**src/rtl/sys_bus_ctrl_pkg.sv**
```systemverilog
// Shared types and register-map constants for the system bus controller.
// Imported by the top level and the RX FIFO.
package sys_bus_ctrl_pkg;

  typedef enum logic [2:0] {
    ST_IDLE      = 3'd0,
    ST_MMIO_RESP = 3'd1,
    ST_MEM_WAIT  = 3'd2,
    ST_MEM_RESP  = 3'd3,
    ST_IRQ_RESP  = 3'd4
  } bus_state_e;

  // Register offsets inside one channel's 4-word MMIO slot
  localparam logic [1:0] REG_DATA   = 2'd0;
  localparam logic [1:0] REG_STATUS = 2'd1;
  localparam logic [1:0] REG_CTRL   = 2'd2;
  localparam logic [1:0] REG_RSVD   = 2'd3;

  // Status bit positions
  localparam int STAT_RX_NE    = 0;
  localparam int STAT_TX_READY = 1;
  localparam int STAT_RX_OVF   = 2;
  localparam int STAT_TX_DROP  = 3;
  localparam int STAT_CNT_LSB  = 4;

  function automatic logic [15:0] pack_status(input logic [3:0] count,
                                              input logic       tx_drop,
                                              input logic       rx_ovf,
                                              input logic       tx_ready,
                                              input logic       not_empty);
    logic [15:0] s;
    s = 16'h0000;
    s[STAT_CNT_LSB +: 4] = count;
    s[STAT_TX_DROP]      = tx_drop;
    s[STAT_RX_OVF]       = rx_ovf;
    s[STAT_TX_READY]     = tx_ready;
    s[STAT_RX_NE]        = not_empty;
    return s;
  endfunction

endpackage

```
**src/rtl/sys_bus_ctrl_rx_fifo.sv**
```systemverilog
// Per-channel receive FIFO; a read of an empty FIFO yields zero, and a push
// into a full FIFO is accepted only when a pop frees a slot in the same cycle.
module rx_fifo
  import sys_bus_ctrl_pkg::*;
#(
  parameter int WIDTH = 8,
  parameter int DEPTH = 4
) (
  input  logic                       I_clk,
  input  logic                       I_reset,
  input  logic                       push,
  input  logic                       pop,
  input  logic [WIDTH-1:0]           din,
  output logic [WIDTH-1:0]           dout,
  output logic                       empty,
  output logic                       full,
  output logic [$clog2(DEPTH):0]     count
);

  localparam int AW = $clog2(DEPTH);
  localparam int CW = AW + 1;

  logic [WIDTH-1:0] mem [DEPTH];
  logic [AW-1:0]    wr_ptr;
  logic [AW-1:0]    rd_ptr;
  logic [CW-1:0]    cnt;
  logic             do_push;
  logic             do_pop;

  assign empty   = (cnt == '0);
  assign full    = (cnt == CW'(DEPTH));
  assign do_pop  = pop && !empty;
  assign do_push = push && (!full || do_pop);
  assign dout    = empty ? '0 : mem[rd_ptr];
  assign count   = cnt;

  always_ff @(posedge I_clk or posedge I_reset) begin
    if (I_reset) begin
      wr_ptr <= '0;
      rd_ptr <= '0;
      cnt    <= '0;
    end else begin
      if (do_push) wr_ptr <= wr_ptr + 1'b1;
      if (do_pop)  rd_ptr <= rd_ptr + 1'b1;
      case ({do_push, do_pop})
        2'b10:   cnt <= cnt + 1'b1;
        2'b01:   cnt <= cnt - 1'b1;
        default: cnt <= cnt;
      endcase
    end
  end

  // Storage carries no reset; the pointers alone define what is valid.
  always_ff @(posedge I_clk) begin
    if (do_push) mem[wr_ptr] <= din;
  end

endmodule

```
**src/rtl/sys_bus_ctrl.sv**
```systemverilog
// System bus controller: address decode to bootrom/RAM/UART MMIO, memory
// latency sequencing, per-channel RX buffering and a fixed-priority IRQ unit.
module sys_bus_ctrl
  import sys_bus_ctrl_pkg::*;
#(
  parameter int          NUM_UART    = 2,
  parameter int          RX_DEPTH    = 4,
  parameter logic [15:0] BOOT_LIMIT  = 16'h0064,
  parameter logic [15:0] MMIO_BASE   = 16'h0400,
  parameter int          MEM_LATENCY = 2
) (
  input  logic                  I_clk,
  input  logic                  I_reset,
  input  logic                  MEM_exec,
  input  logic                  MEM_write,
  input  logic [1:0]            MEM_size,
  input  logic [15:0]           MEM_addr,
  input  logic [15:0]           MEM_data_out,
  output logic [15:0]           MEM_data_in,
  output logic                  MEM_ready,
  output logic                  MEM_data_ready,
  output logic                  O_irq_active,
  input  logic                  I_irq_ack,
  output logic                  RAM_enable,
  output logic                  RAM_write,
  output logic                  BOOT_enable,
  output logic [15:0]           RAM_data_in,
  input  logic [15:0]           RAM_data_out,
  input  logic [15:0]           BOOT_data_out,
  input  logic [NUM_UART-1:0]   UART_rx_data_ready,
  input  logic [8*NUM_UART-1:0] UART_rx_data,
  input  logic [NUM_UART-1:0]   UART_tx_ready,
  output logic [NUM_UART-1:0]   UART_tx_exec,
  output logic [8*NUM_UART-1:0] UART_tx_data
);

  localparam int          CNT_W    = $clog2(RX_DEPTH) + 1;
  localparam logic [16:0] MMIO_LO  = {1'b0, MMIO_BASE};
  localparam logic [16:0] MMIO_HI  = MMIO_LO + 17'(4 * NUM_UART);
  localparam logic [7:0]  LAT_LAST = 8'(MEM_LATENCY - 1);

  // Lowest-index pending channel wins; ids are 1-based so 0 means spurious.
  function automatic logic [15:0] irq_id(input logic [NUM_UART-1:0] pend);
    logic [15:0] id;
    id = 16'h0000;
    for (int c = NUM_UART - 1; c >= 0; c--) begin
      if (pend[c]) id = 16'(c + 1);
    end
    return id;
  endfunction

  bus_state_e            state_q, state_nxt;
  logic                  mem_ready_q, mem_ready_nxt;
  logic                  data_ready_q, data_ready_nxt;
  logic [15:0]           data_in_q, data_in_nxt;
  logic                  ram_en_q, ram_en_nxt;
  logic                  ram_wr_q, ram_wr_nxt;
  logic [15:0]           ram_din_q, ram_din_nxt;
  logic                  boot_en_q, boot_en_nxt;
  logic                  booting_q, booting_nxt;
  logic                  rd_q, rd_nxt;
  logic                  boot_sel_q, boot_sel_nxt;
  logic [7:0]            lat_cnt_q, lat_cnt_nxt;
  logic [NUM_UART-1:0]   tx_exec_q, tx_exec_nxt;
  logic [8*NUM_UART-1:0] tx_data_q, tx_data_nxt;
  logic [NUM_UART-1:0]   rx_ie_q, rx_ie_nxt;
  logic [NUM_UART-1:0]   rx_ovf_q, rx_ovf_nxt;
  logic [NUM_UART-1:0]   tx_drop_q, tx_drop_nxt;
  logic                  irq_q;

  logic [7:0]            fifo_dout  [NUM_UART];
  logic [CNT_W-1:0]      fifo_count [NUM_UART];
  logic [NUM_UART-1:0]   fifo_empty;
  logic [NUM_UART-1:0]   fifo_full;
  logic [NUM_UART-1:0]   fifo_pop;
  logic [NUM_UART-1:0]   pending;
  logic                  mmio_hit;
  logic [15:0]           mmio_off;
  logic                  unused_size;

  assign unused_size = &{1'b0, MEM_size};

  for (genvar c = 0; c < NUM_UART; c++) begin : g_rx
    rx_fifo #(.WIDTH(8), .DEPTH(RX_DEPTH)) u_rx_fifo (
      .I_clk   (I_clk),
      .I_reset (I_reset),
      .push    (UART_rx_data_ready[c]),
      .pop     (fifo_pop[c]),
      .din     (UART_rx_data[8*c +: 8]),
      .dout    (fifo_dout[c]),
      .empty   (fifo_empty[c]),
      .full    (fifo_full[c]),
      .count   (fifo_count[c])
    );
  end

  assign mmio_hit = ({1'b0, MEM_addr} >= MMIO_LO) && ({1'b0, MEM_addr} < MMIO_HI);
  assign mmio_off = MEM_addr - MMIO_BASE;
  assign pending  = rx_ie_q & ~fifo_empty;

  assign MEM_data_in    = data_in_q;
  assign MEM_ready      = mem_ready_q;
  assign MEM_data_ready = data_ready_q;
  assign RAM_enable     = ram_en_q;
  assign RAM_write      = ram_wr_q;
  assign RAM_data_in    = ram_din_q;
  assign BOOT_enable    = boot_en_q;
  assign UART_tx_exec   = tx_exec_q;
  assign UART_tx_data   = tx_data_q;
  // The core must not see the line while its acknowledge is being answered.
  assign O_irq_active   = irq_q && (state_q != ST_IRQ_RESP);

  always_comb begin
    state_nxt      = state_q;
    mem_ready_nxt  = mem_ready_q;
    data_ready_nxt = 1'b0;
    data_in_nxt    = data_in_q;
    ram_en_nxt     = ram_en_q;
    ram_wr_nxt     = ram_wr_q;
    ram_din_nxt    = ram_din_q;
    boot_en_nxt    = boot_en_q;
    booting_nxt    = booting_q;
    rd_nxt         = rd_q;
    boot_sel_nxt   = boot_sel_q;
    lat_cnt_nxt    = lat_cnt_q;
    tx_exec_nxt    = '0;
    tx_data_nxt    = tx_data_q;
    rx_ie_nxt      = rx_ie_q;
    rx_ovf_nxt     = rx_ovf_q;
    tx_drop_nxt    = tx_drop_q;
    fifo_pop       = '0;

    case (state_q)
      ST_IDLE: begin
        if (I_irq_ack) begin
          mem_ready_nxt = 1'b0;
          state_nxt     = ST_IRQ_RESP;
        end else if (MEM_exec && mem_ready_q) begin
          mem_ready_nxt = 1'b0;
          if (mmio_hit) begin
            state_nxt = ST_MMIO_RESP;
            for (int c = 0; c < NUM_UART; c++) begin
              if (mmio_off[15:2] == 14'(c)) begin
                case (mmio_off[1:0])
                  REG_DATA: begin
                    if (MEM_write) begin
                      if (UART_tx_ready[c]) begin
                        tx_exec_nxt[c]        = 1'b1;
                        tx_data_nxt[8*c +: 8] = MEM_data_out[7:0];
                      end else begin
                        tx_drop_nxt[c] = 1'b1;
                      end
                    end else begin
                      fifo_pop[c] = 1'b1;
                      data_in_nxt = {8'h00, fifo_dout[c]};
                    end
                  end
                  REG_STATUS: begin
                    if (MEM_write) begin
                      rx_ovf_nxt[c]  = 1'b0;
                      tx_drop_nxt[c] = 1'b0;
                    end else begin
                      data_in_nxt = pack_status(4'(fifo_count[c]), tx_drop_q[c], rx_ovf_q[c],
                                                UART_tx_ready[c], !fifo_empty[c]);
                    end
                  end
                  REG_CTRL: begin
                    if (MEM_write) rx_ie_nxt[c] = MEM_data_out[0];
                    else           data_in_nxt  = {15'h0000, rx_ie_q[c]};
                  end
                  default: begin
                    if (!MEM_write) data_in_nxt = 16'h0000;
                  end
                endcase
              end
            end
          end else begin
            rd_nxt       = !MEM_write;
            lat_cnt_nxt  = 8'd0;
            state_nxt    = ST_MEM_WAIT;
            boot_sel_nxt = booting_q && !MEM_write && (MEM_addr < BOOT_LIMIT);
            if (booting_q && !MEM_write && (MEM_addr < BOOT_LIMIT)) begin
              boot_en_nxt = 1'b1;
            end else begin
              ram_en_nxt  = 1'b1;
              ram_wr_nxt  = MEM_write;
              ram_din_nxt = MEM_data_out;
            end
            // The first read above the boot region ends the boot phase for good.
            if (!MEM_write && (MEM_addr >= BOOT_LIMIT)) booting_nxt = 1'b0;
          end
        end
      end
      ST_MMIO_RESP: begin
        data_ready_nxt = 1'b1;
        mem_ready_nxt  = 1'b1;
        state_nxt      = ST_IDLE;
      end
      ST_MEM_WAIT: begin
        ram_en_nxt  = 1'b0;
        ram_wr_nxt  = 1'b0;
        boot_en_nxt = 1'b0;
        if (lat_cnt_q == LAT_LAST) state_nxt   = ST_MEM_RESP;
        else                       lat_cnt_nxt = lat_cnt_q + 8'd1;
      end
      ST_MEM_RESP: begin
        if (rd_q) data_in_nxt = boot_sel_q ? BOOT_data_out : RAM_data_out;
        data_ready_nxt = 1'b1;
        mem_ready_nxt  = 1'b1;
        state_nxt      = ST_IDLE;
      end
      ST_IRQ_RESP: begin
        data_in_nxt    = irq_id(pending);
        data_ready_nxt = 1'b1;
        mem_ready_nxt  = 1'b1;
        state_nxt      = ST_IDLE;
      end
      default: begin
        mem_ready_nxt = 1'b1;
        state_nxt     = ST_IDLE;
      end
    endcase

    // Overflow is evaluated last so it wins over a same-cycle status clear.
    for (int c = 0; c < NUM_UART; c++) begin
      if (UART_rx_data_ready[c] && fifo_full[c] && !fifo_pop[c]) rx_ovf_nxt[c] = 1'b1;
    end
  end

  always_ff @(posedge I_clk or posedge I_reset) begin
    if (I_reset) begin
      state_q      <= ST_IDLE;
      mem_ready_q  <= 1'b1;
      data_ready_q <= 1'b0;
      data_in_q    <= 16'h0000;
      ram_en_q     <= 1'b0;
      ram_wr_q     <= 1'b0;
      ram_din_q    <= 16'h0000;
      boot_en_q    <= 1'b0;
      booting_q    <= 1'b1;
      rd_q         <= 1'b0;
      boot_sel_q   <= 1'b0;
      lat_cnt_q    <= 8'd0;
      tx_exec_q    <= '0;
      tx_data_q    <= '0;
      rx_ie_q      <= '0;
      rx_ovf_q     <= '0;
      tx_drop_q    <= '0;
      irq_q        <= 1'b0;
    end else begin
      state_q      <= state_nxt;
      mem_ready_q  <= mem_ready_nxt;
      data_ready_q <= data_ready_nxt;
      data_in_q    <= data_in_nxt;
      ram_en_q     <= ram_en_nxt;
      ram_wr_q     <= ram_wr_nxt;
      ram_din_q    <= ram_din_nxt;
      boot_en_q    <= boot_en_nxt;
      booting_q    <= booting_nxt;
      rd_q         <= rd_nxt;
      boot_sel_q   <= boot_sel_nxt;
      lat_cnt_q    <= lat_cnt_nxt;
      tx_exec_q    <= tx_exec_nxt;
      tx_data_q    <= tx_data_nxt;
      rx_ie_q      <= rx_ie_nxt;
      rx_ovf_q     <= rx_ovf_nxt;
      tx_drop_q    <= tx_drop_nxt;
      irq_q        <= |pending;
    end
  end

endmodule
```
**config.mk**
```make
export PLATFORM = sky130hd
export DESIGN_NAME = sys_bus_ctrl
export DESIGN_NICKNAME = d
export VERILOG_FILES = /design/src/rtl/sys_bus_ctrl_pkg.sv /design/src/rtl/sys_bus_ctrl_rx_fifo.sv /design/src/rtl/sys_bus_ctrl.sv
export SDC_FILE = /design/constraint.sdc
export NUM_CORES = 1
export LEC_CHECK = 0
export BUFFER_PORTS_ARGS = -buffer_cell sky130_fd_sc_hd__buf_2
export CAP_MARGIN = 20
export CORE_ASPECT_RATIO = 1.75
export CORE_MARGIN = 1.5
export CORE_UTILIZATION = 55
export CTS_CLUSTER_DIAMETER = 200
export DETAILED_ROUTE_END_ITERATION = 6
export MAX_ROUTING_LAYER = met4
export PLACE_DENSITY = 0.81
export RECOVER_POWER = 25
export SKIP_LAST_GASP = 1
export SLEW_MARGIN = 10
export SYNTH_ARGS = -nofsm -noshare
export SYNTH_HDL_FRONTEND = slang
export SYNTH_SLANG_ARGS = --single-unit
```
**constraint.sdc**
```tcl
create_clock -name I_clk -period 3.4 [get_ports I_clk]
set_input_delay 0.34 -clock I_clk [delete_from_list [all_inputs] [get_ports I_clk]]
set_output_delay 0.34 -clock I_clk [all_outputs]
set_load 0.005 [all_outputs]
```
Word-level counts from Yosys, hierarchy flattened
Memory sizes are Yosys's and may differ from the RTL's.
Index checks and enable logic that the tools add are counted.

storage, ports and cells
  flip-flop bits (word level) = 90
  memories kept = 2
  output and inout bits = 56
  memory bits (writable) = 64

memory list
  name                   depth  width  rd ports  clocked after memory_dff  wr ports  line                        text
  g_rx[0].u_rx_fifo.mem  4      8      1         0                         1         sys_bus_ctrl_rx_fifo.sv:23  logic [WIDTH-1:0] mem [DEPTH];
  g_rx[1].u_rx_fifo.mem  4      8      1         0                         1         sys_bus_ctrl_rx_fifo.sv:23

cells by class
  muxes and demuxes = 93
  reductions and logical operators = 64
  bitwise operators = 6
  $lt $le $gt $ge = 4
  eq/ne operators = 31
  add/sub/neg operators = 10

operator list
  cell                                                                  count
  2-to-1 mux 16 bit                                                     16
  case mux 16 bit (3 select lines)                                      3
  2-to-1 mux 8 bit                                                      6
  2-to-1 mux 1 bit                                                      41
  nonzero test 2 bit                                                    16
  AND reduction 5 bit                                                   6
  2-to-1 mux 2 bit                                                      14
  AND reduction 7 bit                                                   4
  != test 2 bit (second input constant)                                 13
  case mux 3 bit (2 select lines)                                       3
  AND reduction 9 bit                                                   2
  greater-or-equal comparator 16 x 11 -> 1 bit (second input constant)  1
  greater-or-equal comparator 16 x 7 -> 1 bit (second input constant)   1
  less-than comparator 16 x 11 -> 1 bit (second input constant)         1
  less-than comparator 16 x 7 -> 1 bit (second input constant)          1
  case mux 8 bit (2 select lines)                                       1
  AND reduction 8 bit                                                   2
  subtractor 16 x 11 -> 16 bit (second input constant)                  1
  equality test 14 x 1 -> 1 bit (second input constant)                 1
  logical AND 1 bit                                                     14
  logical NOT 14 bit                                                    1
  case mux 1 bit (2 select lines)                                       6
  equality test 3 bit (second input constant)                           3
  logical NOT 3 bit                                                     3
  other kinds (23)                                                      48

Longest topological paths before layout
Gate-level depths: netlist (run 1).

  depth after elaboration = 13
  mapped depth = 13
  depth with buffers taken out = 12

By module
From an unflattened synthesis (run 1), not the netlist that was laid out.

unflattened totals
  cell total of the unflattened synthesis = 507
  area, all modules = 7078.0 um^2

modules (own cells, without submodules)
  module        area each (um^2)  sequential area each (um^2)  cells each  instances
  sys_bus_ctrl  3779.9            1904.3                       325         1
  rx_fifo       1649.1            1136.1                       91          2

Worst setup path after synthesis (run 1)
Ideal clock, no wire load.

  path type = input to register
  from = input MEM_addr[11]
  to = register g_rx[0].u_rx_fifo.cnt[2]
  stages = 13
  arrival time = 2.874 ns
  buffers on the path = 1
  setup time = 0.125 ns
  required time = 3.275 ns
  slack = 0.401 ns
  cells stage by stage = or4_4 > or4_1 > buf_6 > nor4_2 > nor4b_1 > nor2b_4 > inv_1 > ha_1 > inv_1 > fa_1 > xor2_1 > nor2_1 > xor2_1

between the ends
  cells in the longest elaborated chain, start to end = 12
  elaborated cells on any way between the ends = 17
  those cells by class = 1 x add/sub; 2 x order compare; 2 x eq/ne; 6 x mux; 6 x reduce/logical

RTL lines
  item                                                                          line                        text
  start: declaration                                                            sys_bus_ctrl.sv:17          input logic [15:0] MEM_addr,
  subtractor 16 x 11 -> 16 bit                                                  sys_bus_ctrl.sv:98          assign mmio_off = MEM_addr - MMIO_BASE;
  logical NOT 14 bit                                                            sys_bus_ctrl.sv:143         if (mmio_off[15:2] == 14'(c)) begin
  2-to-1 mux 1 bit                                                              sys_bus_ctrl.sv:143
  2-to-1 mux 2 bit *                                                            sys_bus_ctrl.sv:140         if (mmio_hit) begin
  2-to-1 mux 2 bit *                                                            sys_bus_ctrl.sv:138         end else if (MEM_exec && mem_ready_q) begin
  2-to-1 mux 2 bit *                                                            sys_bus_ctrl.sv:135         if (I_irq_ack) begin
  2-to-1 mux 2 bit *                                                            sys_bus_ctrl.sv:133         case (state_q)
  logical AND 1 bit *                                                           sys_bus_ctrl_rx_fifo.sv:32  assign do_pop = pop && !empty;
  logical OR 1 bit                                                              sys_bus_ctrl_rx_fifo.sv:33  assign do_push = push && (!full || do_pop);
  logical AND 1 bit                                                             sys_bus_ctrl_rx_fifo.sv:33
  equality test 2 x 1 -> 1 bit / equality test 2 bit (equally long branches)    sys_bus_ctrl_rx_fifo.sv:45  case ({do_push, do_pop})
  case mux 3 bit (2 select lines) / nonzero test 2 bit (equally long branches)  n/a
  end signal: assignment                                                        sys_bus_ctrl_rx_fifo.sv:46  2'b10: cnt <= cnt + 1'b1;
  end signal: assignment                                                        sys_bus_ctrl_rx_fifo.sv:47  2'b01: cnt <= cnt - 1'b1;
  end signal: assignment                                                        sys_bus_ctrl_rx_fifo.sv:48  default: cnt <= cnt;
  end: declaration                                                              sys_bus_ctrl_rx_fifo.sv:26  logic [CW-1:0] cnt;

Every way passes the cells marked *; elsewhere a longest branch is shown, timed or not.
A chain may end at the register's enable or synchronous reset.

Worst setup path after layout (run 1)
  from = register state_q[2]
  to = register g_rx[0].u_rx_fifo.cnt[1]

between the ends
  cells in the longest elaborated chain, start to end = 7
  elaborated cells on any way between the ends = 9
  those cells by class = 2 x eq/ne; 2 x mux; 5 x reduce/logical

RTL lines
  item                                                                          line                        text
  start: declaration                                                            sys_bus_ctrl.sv:52          bus_state_e state_q, state_nxt;
  start signal: assignment                                                      sys_bus_ctrl.sv:251         state_q <= state_nxt;
  logical NOT 3 bit *                                                           sys_bus_ctrl.sv:133
  2-to-1 mux 2 bit *                                                            sys_bus_ctrl.sv:133
  logical AND 1 bit *                                                           sys_bus_ctrl_rx_fifo.sv:32
  logical OR 1 bit                                                              sys_bus_ctrl_rx_fifo.sv:33
  logical AND 1 bit                                                             sys_bus_ctrl_rx_fifo.sv:33
  equality test 2 x 1 -> 1 bit / equality test 2 bit (equally long branches)    sys_bus_ctrl_rx_fifo.sv:45
  case mux 3 bit (2 select lines) / nonzero test 2 bit (equally long branches)  n/a

Marked as above.

==> impl_metrics.yaml, run 1 <==
run_status:
  status: "finished with violations"
  violations: "max-capacitance violations, max-slew violations"
finish:
  area.growth.synth_to_final_pct: 20.7
  drive_gt1_share_pct: 33.6
  num_antenna_cells: 0
  ff_latch_area_sq_mm: 0.00418
  multiInputGateArea_sq_mm: 0.00274
  finalInstanceArea_sq_mm: 0.00858
  nets: 809
  fillCellCount: 965
power_and_ir_drop:
  switchingPower_w: 0.00179
  swShare_pct: 31.5
  cellInternalPower_w: 0.00388
  ir_drop_v: 0.000541
  powerDensity_mw_per_mm2: 660
  clock_power_share_pct: 31.2
  p_seq_share_pct: 46.1
  power_leakage_nw: 3.72
  combPwrFrac_pct: 22.7
clock_tree:
  post_cts_buffers: 0
  cts_buffers: 17
  cts_tree: "done"
  cts_root_buf: "clkbuf_16"
  clk_pin_slew_ns: 0.07
  cts_max_path_buffers: 2
  clock_latency_ns: 0.42
  h-tree-depth: 4
  cts_sinks: 154
logic_synthesis:
  ys_ff_latch: 154
  synth_edf_count: 64
  yosysWarnings: 0
  synth_area_sq_mm: 0.00710
  synthFlopType: "dfrtp_1"
  async_reset_ff_share_pct: 58.4
  yosysTopAreaCellShare_pct: 31.0
  syn_inst: 549
  synth_area_leaders: "dfrtp_1, edfxtp_1, mux4_2"
  syn-num-nets: 654
  synth_cell_types: 67
  yosys.area.top_type: "dfrtp_1"
  synth.avg_cell_area_sq_um: 12.9
  ys_seq_area_share_pct: 58.8
die:
  rows: 54
  io_pins: 147
  fp.dieW_um: 88.9
  fp.dieH_um: 153
  start_util_pct: 56.5
  coreArea_sq_mm: 0.0126
  fp.dieArea_sq_mm: 0.0136
drt:
  wirelength_mm: 16.9
  drt_pass1_iterations: 5
  drc_errors: 0
  routedWlPerCell_um: 19.0
  dr_total_vias: 5097
  viasPerCell: 5.76
  drt_iter0_markers: 401
  ant_nets: 0
place:
  place_area_sq_mm: 0.00804
  dpl.hpwl_mm: 12.8
  io_buffers: 144
  gp_congestion: 0.941
sta:
  hold_violations: 0
  max_freq_mhz: 328
  final_max_slew_viol_count: 37
  min_period_ns: 3.05
  setup_viol: 0
  fin_crit_sh_pct: 89.7
  rsz0062_at_grt: "false"
  tns_ns: 0
  tightest_slew_ns: 1.58
  relSlewSlack_pct: -6.24
  finClkSkew_ns: 0.0119
worst_setup_path:
  path_class: "reg -> reg"
  cp-start-kind: "flop"
  end_kind: "flop"
  crit_required_ns: 3.74
  arrival_ns: 3.39
  r2r_slack_ns: 0.35
  cp_max_fo: 13
grt:
  first_global_vias: 5414
  grt_usage_pct: 27.2
  grt_max_degree: 37
  grt.overflow.total: 0
  antenna_found_initial: 0
  grt_pass1_wl_mm: 26.8
worst_hold_path:
  hold_class: "in -> reg"
flow_run:
  max_cap_viol_count: 1
[flip-flops by register name (all words and copies together) (netlist names), 3 cells and up]
name / count
RAM_data_in: 16
state_q: 3
g_rx.u_rx_fifo.count: 6
MEM_data_in: 16
UART_tx_data: 16
g_rx.u_rx_fifo.rd_ptr: 4
lat_cnt_q: 8
g_rx.u_rx_fifo.wr_ptr: 4
g_rx.u_rx_fifo.mem: 64
[through the flow]
| stage | hold slack [ns] | worst slack, ns | utilization, % | instances | total power, W |
|---|---|---|---|---|---|
| floorplan | 0.439 | 0.401 | - | 549 | 0.00340 |
| global placement | 0.422 | 0.248 | 63.9 | 852 | 0.00382 |
| detailed placement | 0.433 | 0.169 | 63.9 | 852 | 0.00394 |
| CTS | 0.118 | 0.363 | 68.4 | 885 | 0.00570 |
| global route | 0.156 | 0.161 | 68.3 | 885 | 0.00597 |
| finish | 0.148 | 0.352 | 68.3 | 885 | 0.00566 |
[metal layers]
metal / wire (um) / GRT usage (%) / up-vias
met5: 0 / - / -
met4: 862 / 14.8 / 0
met3: 967 / 4.97 / 61
met2: 9130 / 46.8 / 229
met1: 5900 / 28.5 / 2478
li1: - / - / 2329
[path summary, 6_finish.rpt]
check,cells after the start,from,end
max,10,state_q[2]$_DFFE_PP0P_,g_rx[0].u_rx_fifo.count[1]$_DFFE_PP0P_
max reg2reg,10,state_q[2]$_DFFE_PP0P_,g_rx[0].u_rx_fifo.count[1]$_DFFE_PP0P_
min reg2reg,1,booting_q$_DFFE_PP1P_,booting_q$_DFFE_PP1P_
max in group asynchronous,4,I_reset,booting_q$_DFFE_PP1P_
min in group asynchronous,3,I_reset,RAM_data_in[12]$_DFFE_PP0P_
min,2,MEM_data_out[13],RAM_data_in[13]$_DFFE_PP0P_
[cell usage after synthesis (all sizes together) (3+ instances only)]
library cell,n
o211ai,3
nor4,7
nor3,14
or4,3
edfxtp,64
nor3b,3
mux2,37
and3,6
ha,12
clkbuf,15
dfrtp,88
o21ai,27
nor2b,6
xor2,6
nand2,50
nand4,5
a22oi,4
or3,6
and2,13
a21oi,16
buf,8
mux2i,17
nand3,12
inv,22
mux4,16
a31oi,7
a22o,3
nor2,33
xnor2,11
[layout by cell type (no fill, tap or decap), types with 12 or more instances in the layout]
master / netlist / layout
a21oi_1: 15 / 15
and2_1: 13 / 13
buf_2: 4 / 128
buf_4: 0 / 13
clkbuf_1: 15 / 17
clkbuf_16: 0 / 17
dfrtp_1: 88 / 88
edfxtp_1: 64 / 64
ha_1: 12 / 12
inv_1: 22 / 21
mux2_2: 28 / 28
mux2i_1: 17 / 17
mux4_2: 16 / 16
nand2_1: 50 / 50
nor2_1: 32 / 32
nor3_1: 14 / 14
o21ai_0: 27 / 27
[worst max-delay path: stages, from the launching register on]
cell and delay, ns:
dfrtp_1 0.44, or2_2 0.43, or3_1 0.46, nor4_2 0.35, nor4b_1 0.14, nor2b_4 0.21, inv_1 0.07, ha_1 0.21
inv_1 0.08, fa_1 0.43, mux2i_1 0.15
[power groups by stage]
stage	Clock (W)	Combinational, W	Sequential, W
6_report	0.00177	0.00129	0.00261
5_1_grt	0.00187	0.00144	0.00266
4_1_cts	0.00179	0.00130	0.00261
3_5_place_dp	0	0.00129	0.00264
3_3_place_gp	0	0.00122	0.00260
2_1_floorplan	0	0.000822	0.00258
[repair_timing]
action	CTS	global route
hold endpoints to repair	34	0
hold buffers	1	0
endpoints found under the setup margin	0	0
resized for setup	0	0
[area by class of cell]
type                            count  area share [%]
Inverter                           22           0.977
Clock buffer                       17            4.96
Sequential cell                   154            48.7
Tap cell                          168            2.45
Timing Repair Buffer              159            9.47
Multi-Input combinational cell    350            31.9
Clock inverter                     15            1.53
[cell families after synthesis]
logic type | Yosys count | share of synthesized area, %
compound gates | 80 | 7.40
xor+xnor | 17 | 2.10
fa+ha+maj | 14 | 2.68
buf+inv | 45 | 2.66
flops | 154 | 58.8
mux | 70 | 13.8
simple gates | 169 | 12.6
No activity file was read; power rests on OpenSTA's default activity.
==> run 2, diff against run 1 <==
- CTS_BUF_LIST: not set -> sky130_fd_sc_hd__clkbuf_16
- PLACE_DENSITY: 0.81 -> 0.8
- REMOVE_ABC_BUFFERS: not set -> 1
==> run 2 against run 1 <==
  * The flow still finishes with violations (max-capacitance violations, max-slew violations)
  * Sequential share of layout area shrank 0.13 points
  * Non-clock buffer count shrank 2
  * Worst setup slack lost 0.019 ns
  * Total power grew 1.5%
  * Combinational power is essentially flat
  * Routed wire length grew 1.6%
  * Clock skew shrank 0.0028 ns
  * Critical path type unchanged
  * Largest cell class unchanged
==> impl_metrics.yaml, run 2 (same netlist as run 1, synthesis figures left out) <==
sta:
  rsz0062_at_grt: "false"
  hold_violations: 0
  max_freq_mhz: 326
  tns_ns: 0
  final_max_slew_viol_count: 36
  min_period_ns: 3.07
  tightest_slew_ns: 1.79
  setup_viol: 0
  fin_crit_sh_pct: 90.2
  relSlewSlack_pct: -20.3
  finClkSkew_ns: 0.00908
worst_setup_path:
  path_class: "reg -> reg"
  cp_slowest_stage_delay_ns: 0.48
  slowest_stage: "or3_1"
  cp-start-kind: "flop"
  end_kind: "flop"
  crit_required_ns: 3.69
  arrival_ns: 3.36
  path_cells: "or2_2 -> or3_1 -> nor4_2 -> nor4b_2 -> nor2b_4 -> inv_1 -> ha_1 -> inv_1 -> fa_1 -> xor2_1 -> nor2_1 -> xor2_1"
  reg2reg_depth: 12
  cp_max_fo: 13
power_and_ir_drop:
  power_leakage_nw: 3.74
  ir_drop_v: 0.000591
  powerDensity_mw_per_mm2: 668
grt:
  antenna_found_initial: 0
  grt_usage_pct: 27.0
  grt_pass1_wl_mm: 26.6
  first_global_vias: 5245
  grt_max_degree: 56
  grt.overflow.total: 0
flow_run:
  max_cap_viol_count: 1
clock_tree:
  cts_sinks: 154
  cts_buffers: 17
  clk_pin_slew_ns: 0.06
  cts_hold_buf: 0
  cts_root_buf: "clkbuf_16"
  cts_max_path_buffers: 2
  clock_latency_ns: 0.41
  post_cts_buffers: 0
  cts_tree: "done"
  h-tree-depth: 4
drt:
  drt_iter0_markers: 287
  ant_nets: 0
  drt_pass1_iterations: 6
  drc_errors: 0
  wirelength_mm: 17.1
  routedWlPerCell_um: 19.4
  viasPerCell: 5.83
  dr_total_vias: 5148
run_status:
  status: "finished with violations"
  violations: "max-capacitance violations, max-slew violations"
die:
  fp.dieArea_sq_mm: 0.0136
  fp.dieW_um: 88.9
  coreArea_sq_mm: 0.0126
  start_util_pct: 56.5
  rows: 54
  io_pins: 147
  fp.dieH_um: 153
finish:
  num_antenna_cells: 0
  final_core_util_pct: 68.4
  largest-register: "g_rx.u_rx_fifo.mem"
  drive_gt1_share_pct: 33.6
  largest_reg_flops: 64
  layout_common_cells: "buf_2, dfrtp_1, edfxtp_1"
  nets: 807
  area.growth.synth_to_final_pct: 21.1
  final_common_cell: "buf_2"
place:
  gp_congestion: 0.965
  dpl.hpwl_mm: 12.7
  io_buffers: 144
worst_hold_path:
  hold_depth: 2
  hold_class: "in -> reg"
==> run 2: power by group <==
group | switching (W) | internal [W]
combinational | 0.000744 | 0.000563
clock | 0.000752 | 0.00108
sequential | 0.000245 | 0.00236
==> run 2: layout make-up <==
cell class,count,area [sq um]
clock buffer,17,425
clock inverter,15,149
fill,975,3970
inverter,22,83.8
multi-input combinational,350,2750
sequential,154,4180
tap,168,210
timing repair buffer,157,811
==> run 2: critical path: cells and delay by family, from the launching register on <==
| kind | cells | cell delay [ns] |
|---|---|---|
| xor+xnor | 2 | 0.29 |
| fa+ha+maj | 2 | 0.39 |
| buf+inv | 2 | 0.14 |
| flops | 1 | 0.45 |
| simple gates | 6 | 1.67 |
==> run 2: per-layer routing <==
metal,part of all wire (%),vias to the layer above,track usage [%]
li1,-,2334,-
met1,36,2534,28.0
met2,54,214,46.7
met3,5.8,66,6.10
met4,4.5,0,13.1
met5,0,-,-
==> run 2: worst paths after layout <==
kind	slack [ns]	endpoint	from
setup / recovery	0.33	g_rx[0].u_rx_fifo.count[2]$_DFFE_PP0P_	state_q[2]$_DFFE_PP0P_
hold / removal	0.16	RAM_data_in[10]$_DFFE_PP0P_	MEM_data_out[10]
setup reg to reg	0.33	g_rx[0].u_rx_fifo.count[2]$_DFFE_PP0P_	state_q[2]$_DFFE_PP0P_
hold reg to reg	0.46	booting_q$_DFFE_PP1P_	booting_q$_DFFE_PP1P_
max in group asynchronous	2.05	MEM_ready$_DFFE_PP1P_	I_reset
min in group asynchronous	0.36	RAM_data_in[8]$_DFFE_PP0P_	I_reset
==> run 2: per-stage QoR <==
stage                     instance area [sq um]  setup WS [ns]  hold WS (ns)  std cells  total power (W)
final                                      8600          0.333         0.159        883          0.00575
after global routing                       8600          0.130         0.153        883          0.00606
after CTS                                  8610          0.277        0.0228        883          0.00579
after detailed placement                   8040          0.147         0.452        851          0.00394
after global placement                     8040          0.251         0.448        851          0.00383
after floorplan                            7000          0.296         0.438        526          0.00338
==> run 2: what timing repair did <==
action                                  CTS  global route
gates resized for setup                   0             1
endpoints found under the setup margin    0             1
endpoints found under the hold margin     0             0
